`src/rtl/uart_rx_fifo_pkg.sv`:
```
// Shared UART widths and small helpers for the receive-side buffer.
package uart_rx_fifo_pkg;

    localparam int UART_DATA_W   = 8;
    localparam int ERR_CNT_W     = 8;
    localparam int DEFAULT_DEPTH = 16;

    function automatic logic [ERR_CNT_W-1:0] sat_inc(input logic [ERR_CNT_W-1:0] v);
        return (&v) ? v : v + ERR_CNT_W'(1);
    endfunction

endpackage

```
`src/rtl/uart_fifo_mem.sv`:
```
// DEPTH x UART_DATA_W storage: synchronous write, asynchronous read.
// No reset so the array can map onto LUT-RAM; stale contents are masked upstream.
module uart_fifo_mem
    import uart_rx_fifo_pkg::*;
#(
    parameter int DEPTH  = DEFAULT_DEPTH,
    parameter int ADDR_W = $clog2(DEPTH)
) (
    input  logic                   clk_i,
    input  logic                   we_i,
    input  logic [ADDR_W-1:0]      wr_addr_i,
    input  logic [UART_DATA_W-1:0] wr_data_i,
    input  logic [ADDR_W-1:0]      rd_addr_i,
    output logic [UART_DATA_W-1:0] rd_data_o
);

    logic [UART_DATA_W-1:0] mem_q [DEPTH];

    always_ff @(posedge clk_i) begin
        if (we_i) begin
            mem_q[wr_addr_i] <= wr_data_i;
        end
    end

    assign rd_data_o = mem_q[rd_addr_i];

endmodule

```
`src/rtl/uart_rx_fifo.sv`:
```
// Receive byte FIFO with FWFT read port, sticky overflow and saturating error count.
// Byte visible 1 clk after rx_done rises; a byte arriving while full without a pop is dropped.
module uart_rx_fifo
    import uart_rx_fifo_pkg::*;
#(
    parameter int DEPTH  = DEFAULT_DEPTH,
    parameter int ADDR_W = $clog2(DEPTH)
) (
    input  logic                   clk,
    input  logic                   rst,
    input  logic [UART_DATA_W-1:0] rx_data,
    input  logic                   rx_done,
    input  logic                   rx_err,
    input  logic                   clear,
    input  logic                   rd_ready,
    output logic                   rd_valid,
    output logic [UART_DATA_W-1:0] rd_data,
    output logic [ADDR_W:0]        count,
    output logic                   full,
    output logic                   empty,
    output logic                   overflow,
    output logic [ERR_CNT_W-1:0]   err_count
);

    logic                   done_q, err_q;
    logic [ADDR_W-1:0]      wr_ptr_q, wr_ptr_d;
    logic [ADDR_W-1:0]      rd_ptr_q, rd_ptr_d;
    logic [ADDR_W:0]        count_q, count_d;
    logic                   overflow_q, overflow_d;
    logic [ERR_CNT_W-1:0]   err_cnt_q, err_cnt_d;

    logic                   push, err_inc, pop_en, wr_en;
    logic [UART_DATA_W-1:0] mem_rd_data;

    assign push    = rx_done & ~done_q;
    assign err_inc = rx_err & ~err_q;

    // DEPTH is a power of two and count never exceeds it, so the MSB alone means full.
    assign full     = count_q[ADDR_W];
    assign empty    = (count_q == '0);
    assign rd_valid = ~empty;
    assign count    = count_q;
    assign overflow = overflow_q;
    assign err_count = err_cnt_q;

    assign pop_en = rd_valid & rd_ready & ~clear;
    assign wr_en  = push & (~full | pop_en) & ~clear;

    always_comb begin
        wr_ptr_d   = wr_ptr_q;
        rd_ptr_d   = rd_ptr_q;
        count_d    = count_q;
        overflow_d = overflow_q;
        err_cnt_d  = err_cnt_q;

        if (clear) begin
            wr_ptr_d   = '0;
            rd_ptr_d   = '0;
            count_d    = '0;
            overflow_d = 1'b0;
            err_cnt_d  = '0;
        end else begin
            if (wr_en) begin
                wr_ptr_d = wr_ptr_q + ADDR_W'(1);
            end
            if (pop_en) begin
                rd_ptr_d = rd_ptr_q + ADDR_W'(1);
            end
            case ({wr_en, pop_en})
                2'b10:   count_d = count_q + (ADDR_W+1)'(1);
                2'b01:   count_d = count_q - (ADDR_W+1)'(1);
                default: count_d = count_q;
            endcase
            if (push && !wr_en) begin
                overflow_d = 1'b1;
            end
            if (err_inc) begin
                err_cnt_d = sat_inc(err_cnt_q);
            end
        end
    end

    always_ff @(posedge clk or posedge rst) begin
        if (rst) begin
            done_q     <= 1'b0;
            err_q      <= 1'b0;
            wr_ptr_q   <= '0;
            rd_ptr_q   <= '0;
            count_q    <= '0;
            overflow_q <= 1'b0;
            err_cnt_q  <= '0;
        end else begin
            done_q     <= rx_done;
            err_q      <= rx_err;
            wr_ptr_q   <= wr_ptr_d;
            rd_ptr_q   <= rd_ptr_d;
            count_q    <= count_d;
            overflow_q <= overflow_d;
            err_cnt_q  <= err_cnt_d;
        end
    end

    uart_fifo_mem #(
        .DEPTH  (DEPTH),
        .ADDR_W (ADDR_W)
    ) u_mem (
        .clk_i     (clk),
        .we_i      (wr_en),
        .wr_addr_i (wr_ptr_q),
        .wr_data_i (rx_data),
        .rd_addr_i (rd_ptr_q),
        .rd_data_o (mem_rd_data)
    );

    // Memory is unreset, so an empty FIFO presents zero rather than stale bytes.
    assign rd_data = empty ? '0 : mem_rd_data;

endmodule

```
`config.mk`:
```
export PLATFORM = sky130hd
export DESIGN_NAME = uart_rx_fifo
export DESIGN_NICKNAME = d
export VERILOG_FILES = /design/src/rtl/uart_rx_fifo_pkg.sv /design/src/rtl/uart_fifo_mem.sv /design/src/rtl/uart_rx_fifo.sv
export SDC_FILE = /design/constraint.sdc
export NUM_CORES = 1
export LEC_CHECK = 0
export ABC_AREA = 1
export CORE_MARGIN = 3
export CORE_UTILIZATION = 30
export DETAILED_ROUTE_END_ITERATION = 16
export GPL_ROUTABILITY_DRIVEN = 0
export GPL_TIMING_DRIVEN = 0
export PLACE_DENSITY = 0.54
export SYNTH_ARGS = -nofsm -noshare
export SYNTH_HDL_FRONTEND = slang
export SYNTH_SLANG_ARGS = --single-unit
```
`constraint.sdc`:
```
create_clock -name clk -period 4.22 [get_ports clk]
set_input_delay 1.055 -clock clk [delete_from_list [all_inputs] [get_ports clk]]
set_output_delay 1.055 -clock clk [all_outputs]
set_load 0.1 [all_outputs]
```
# After elaboration in Yosys (flattened, before gate mapping)
# Memory sizes are Yosys's and may differ from the RTL's.
# Index checks and enable logic that the tools add are counted.
totals:
  ff_bits: 24
  latchBits: 0
  ramBits: 128
  rom_bits: 0
  inputBits: 14
  out_inout_bits: 25
  wordCells: 52
  memories: 1
memory_table:
  columns: ["name", "depth", "word_bits", "rd", "rd_ports_with_merged_regs", "write_ports", "line_no", "text"]
  rows:
  - ["u_mem.mem_q", 16, 8, 1, 0, 1, "uart_fifo_mem.sv:17", "logic [UART_DATA_W-1:0] mem_q [DEPTH];"]
op_classes:
  n_addsub: 5
  mul: 0
  div_mod_pow: 0
  magnitude_cmp: 0
  eq_ne: 3
  n_shift: 0
  mux: 14
  bitwise_logic: 12
  n_reduce_logical: 10
op_table:
  columns: ["operator", "n"]
  rows:
  - ["$mux W8", 4]
  - ["$mux W4", 4]
  - ["$pmux W5 S2", 1]
  - ["$add A4 B1 Y4 const B", 2]
  - ["$add A8 B1 Y8 const B", 1]
  - ["$reduce_and A8 Y1", 1]
  - ["$reduce_bool A2 Y1", 4]
  - ["$and A1 B1 Y1", 6]
  - ["$add A5 B1 Y5 const B", 1]
  - ["$logic_not A5 Y1", 1]
  - ["$mux W5", 1]
  - ["$not A1 Y1", 5]
  - ["$sub A5 B1 Y5 const B", 1]
  - ["$mux W1", 4]
  - ["$reduce_bool A3 Y1", 1]
  - ["$eq A2 B1 Y1 const B", 1]
  - ["$eq A2 B2 Y1 const B", 1]
  - ["$ne A2 B2 Y1 const B", 1]
  - ["$reduce_and A2 Y1", 1]
  - ["$logic_and A1 B1 Y1", 1]
  - ["$logic_not A1 Y1", 1]
  - ["$or A1 B1 Y1", 1]

# Depth between registers and ports, before layout
logic_depth:
  word_depth: 11
  mapped_depth: 12

# Modules after synthesis
# From an unflattened synthesis, not the netlist that was laid out.
hier_totals:
  cells_unflattened: 721
  hier_area_um2: 6996.7
modules_own_cells:
  columns: ["mod", "instances", "cells_per_inst", "area_per_inst_um2", "seq_area_each_um2"]
  rows:
  - ["uart_fifo_mem", 1, 543, 5606.6, 3843.7]
  - ["uart_rx_fifo", 1, 178, 1390.1, 600.6]

# Least setup slack after synthesis
# OpenSTA, ideal clock, no wires.
synth_timing:
  path_type: "register to output"
  startpoint: "reg count_q[0] (netlist: count[0])"
  endpoint: "out rd_data[0]"
  t_arrival_ns: 3.168
  t_required_ns: 3.165
  slack_ns: -0.003
  path_stages_with_launch: 6
  path_cell_list: "dfrtp_1 nor2_1 nand3_2 buf_4 nand2_1 a21oi_1"
synth_via:
  elab_chain_cells: 2
synth_rtl:
  columns: ["item", "line_no", "text"]
  rows:
  - ["start, declared", "uart_rx_fifo.sv:28", "logic [ADDR_W:0] count_q, count_d;"]
  - ["start signal, assigned", "uart_rx_fifo.sv:97", "count_q <= count_d;"]
  - ["$logic_not A5 Y1", "uart_rx_fifo.sv:40", "assign empty = (count_q == '0);"]
  - ["$mux W8", "uart_rx_fifo.sv:116", "assign rd_data = empty ? '0 : mem_rd_data;"]
  - ["end, declared", "uart_rx_fifo.sv:17", "output logic [UART_DATA_W-1:0] rd_data,"]
# Every way passes these cells.

# Final worst setup path
layout_timing:
  startpoint: "reg rd_ptr_q[1]"
  endpoint: "out rd_data[2]"
layout_via:
  elab_chain_cells: 2
layout_rtl:
  columns: ["item", "line_no", "text"]
  rows:
  - ["start, declared", "uart_rx_fifo.sv:27", "logic [ADDR_W-1:0] rd_ptr_q, rd_ptr_d;"]
  - ["start signal, assigned", "uart_rx_fifo.sv:96", "rd_ptr_q <= rd_ptr_d;"]
  - ["$mem_v2 Z16 W8", null, null]
  - ["$mux W8", "uart_rx_fifo.sv:116", null]
# Every way passes these cells.

==> parameters.txt <==
Parameter                              Value

Timing
  Setup Skew ... 11.1 ps
  Part of the cycle the worst path needs ... 0.936
  Upper clock frequency limit ... 253 MHz
  Fin. Hold Viols ... 0
  Total Neg Setup Slack ... 0 ps
  Time the final worst path needs with I/O delays and setup ... 3950 ps
  Worst setup slack after layout ... 271 ps
  Number of pins with negative max-slew slack in the final report ... 0
  Unrepaired setup endpoints after global routing ... false
  Worst slew margin ... 0.147
  Setup Viol. Count Final ... 0
  Worst Max-Slew Pin Slew ... 1270 ps

Cells and area
  Final cell area excluding filler cells ... 0.00779 mm²
  Most common cell after layout, fill and taps aside ... edfxtp_1
  Register Area ... 0.00444 mm²
  Area of the multi-input gates ... 0.00179 mm²
  Area delta synth->final ... 20.4%
  Share of the core filled with cells ... 0.369
  Most frequent cells in the layout ... 128 x edfxtp_1, 82 x nor2_1, 73 x o21ai_0
  Count of non-filler cells in the finished layout ... 908
  Number of fill cells ... 2063
  Antenna diodes ... 0
  Final #Nets ... 642
  Layout cells sized above 1 ... 0.150

Pwr
  Power share of the combinational group ... 0.417
  Leakage power figure ... 0.00276 µW
  Reg power frac ... 0.320
  Worst supply voltage drop on vdd ... 633 µV
  Proportion of total power due to net switching ... 0.444
  Switching power ... 2380 µW
  Clock power frac ... 0.263
  Internal Pwr Total ... 2980 µW
  Power Density ... 689 mW/mm²

Floorplan
  Initial Utilization ... 0.307
  Area of the die ... 0.0234 mm²
  Overall die height ... 153 µm
  Die Span X ... 153 µm
  Number of primary I/O pins ... 39
  Core Area ... 0.0211 mm²
  Std cell rows ... 53

Worst setup path
  Crit-path cells ... inv_2 -> clkbuf_1 -> o21ai_0 -> o22ai_1 -> nand2_1 -> nand3_1 -> nand2_1 -> a21oi_2 -> clkdlybuf4s15_2
  Crit path top cell by count ... nand2_1
  Data required time at the worst endpoint ... 3160 ps
  Reg-to-reg startpoint ... count[4]$_DFFE_PP0P_
  Type of element capturing the critical path ... output pin
  Worst setup path class ... flop to output pin
  R2R setup slack ... 1670 ps
  Slowest stage delay, CP ... 580 ps
  Worst r2r path cells ... 7
  Critical path data arrival time ... 2890 ps
  Highest net fanout along the worst path ... 10
  Crit start category ... flop
  Standard cell with the maximum stage delay on the critical path ... clkdlybuf4s15_2
  R2r endpoint ... u_mem.mem_q[13][0]$_DFFE_PP_

Placement
  Port-buffer cells ... 37
  Cell area after placement ... 0.00723 mm²
  HPWL Detailed ... 10800 µm
  Inst Count DP ... 874
  Setup WS pre-CTS ... 133 ps

Worst hold path
  Cell count of the worst hold path ... 2
  Source of the worst hold timing path ... overflow$_DFFE_PP0P_
  Class of the most critical hold timing path ... flop to flop
  Hold Crit Endpoint ... overflow$_DFFE_PP0P_

Synth
  Number of register bits inferred by synthesis ... 152
  Proportion of synthesized chip area in sequential cells ... 0.687
  Cell type contributing the most total cell area after synthesis ... edfxtp_1
  Number of standard cells after synthesis ... 561
  Post-synthesis area per instance ... 11.5 µm²
  Syn Std Cell Area ... 0.00647 mm²
  Most area-consuming cells after synthesis ... edfxtp_1 59%, dfrtp_1 9.3%, o21ai_0 5.6%
  Cell variety after synth ... 35
  Area share of the largest cell type after synthesis ... 0.594
  Post-Syn Nets ... 583
  Warnings from Yosys ... 0

CTS
  Post CTS Setup Buffer Count ... 0
  Clock Latency Late Sink ... 420 ps
  Clock sinks ... 152
  TritonCTS clock tree ... done
  CTS clk-pin slew, worst paths ... 60 ps
  Total CTS buffers ... 17
  Clk Tree Root Cell ... clkbuf_16
  Level count of the clock H-tree ... 4
  Count of hold buffers inserted by post-cts repair ... 0
  Clock buffer depth ... 2

GRT
  Global routing usage on met1 ... 0.195
  Global-route usage over all layers ... 0.141
  Met3 capacity usage during global routing ... 0.0300
  Total congestion overflow after global routing ... 0
  Vias in the first global route ... 4453
  First-pass GRT wire length ... 25400 µm
  Most crowded layer after global routing ... met2
  Pin count of the biggest net entering global routing ... 25
  Global routing usage on met2 ... 0.225
  Initial antenna violation count ... 0

Run status
  Outcome ... finished, final reports clean

Routing
  First drt pass iteration count ... 5
  Average via count per standard cell ... 4.87
  Average wire length per cell after detail routing ... 17.8 µm
  Sum of routed wire length over all layers ... 16200 µm
  Post-DRT Antenna Nets ... 0
  DRC Markers ... 0
  DRC violation total after the first TritonRoute iteration ... 344
  Total via count in the routed design ... 4426

Job
  Max-capacitance violation count ... 0
-- routing by layer --
metal	up-vias	routed length, µm
met3	24	804
met1	2142	7360
met5	-	0
met2	143	7770
met4	0	267
li1	2117	-
-- power groups by stage --
| stage | combinational (µW) | clock (µW) | sequential (µW) |
|---|---|---|---|
| 6_report | 2240 | 1410 | 1720 |
| 3_5_place_dp | 2310 | 0 | 1750 |
| 5_1_grt | 2390 | 1510 | 1730 |
| 2_1_floorplan | 1520 | 0 | 1900 |
| 3_3_place_gp | 2290 | 0 | 1750 |
| 4_1_cts | 2270 | 1440 | 1720 |
-- critical path, delay by kind of cell, from the launching register on --
family          cells  cell delay (ps)
compound gates      3              540
buf+inv             3             1150
flops               1              490
simple gates        3              280
-- flip-flops by register name, summed over array words and instances (netlist names) --
name,flops
count,5
done_q,1
wr_ptr_q,4
err_count,8
err_q,1
overflow,1
u_mem.mem_q,128
rd_ptr_q,4
-- cells in the mapped netlist, drive strengths merged --
| cell | n |
|---|---|
| edfxtp | 128 |
| nor2 | 84 |
| o21ai | 80 |
| nand2 | 68 |
| inv | 36 |
| o22ai | 33 |
| a21oi | 25 |
| dfrtp | 24 |
| buf | 17 |
| nand3 | 17 |
| nor3 | 15 |
| clkbuf | 12 |
| ha | 8 |
| xor2 | 4 |
| nand4 | 3 |
| a211oi | 1 |
| a31oi | 1 |
| clkinv | 1 |
| o21a | 1 |
| o21bai | 1 |
| or2 | 1 |
| xnor2 | 1 |
-- worst max path at each step --
stage,from,end
global placement,rd_ptr_q[1]$_DFFE_PP0P_,rd_data[2]
floorplan,count[0]$_DFFE_PP0P_,rd_data[0]
finish,rd_ptr_q[1]$_DFFE_PP0P_,rd_data[2]
detailed placement,rd_ptr_q[1]$_DFFE_PP0P_,rd_data[2]
CTS,rd_ptr_q[1]$_DFFE_PP0P_,rd_data[7]
global route,rd_ptr_q[1]$_DFFE_PP0P_,rd_data[2]
-- per-stage QoR --
stage / power (µW) / hold slack, ps
floorplan: 3420 / 558
global placement: 4040 / 487
detailed placement: 4060 / 506
CTS: 5430 / 524
global route: 5620 / 569
finish: 5370 / 508
-- logic make-up after synthesis --
family	Yosys count	share of synthesized area
flops	152	0.687
fa+ha+maj	8	0.0155
buf+inv	66	0.0466
xor+xnor	5	0.00677
compound gates	142	0.120
simple gates	188	0.124
-- final cells by class --
type | count | share of cell area
Clock buffer | 21 | 0.0604
Timing Repair Buffer | 40 | 0.0458
Clock inverter | 11 | 0.0114
Sequential cell | 152 | 0.570
Multi-Input combinational cell | 343 | 0.229
Buffer | 29 | 0.0199
Inverter | 37 | 0.0188
Tap cell | 275 | 0.0442
-- timing repair --
action	in CTS	in global routing
hold endpoints to repair	0	0
setup endpoints to repair	8	7
gates resized for setup	13	11
Note: power is estimated with default switching activity, not from simulation.
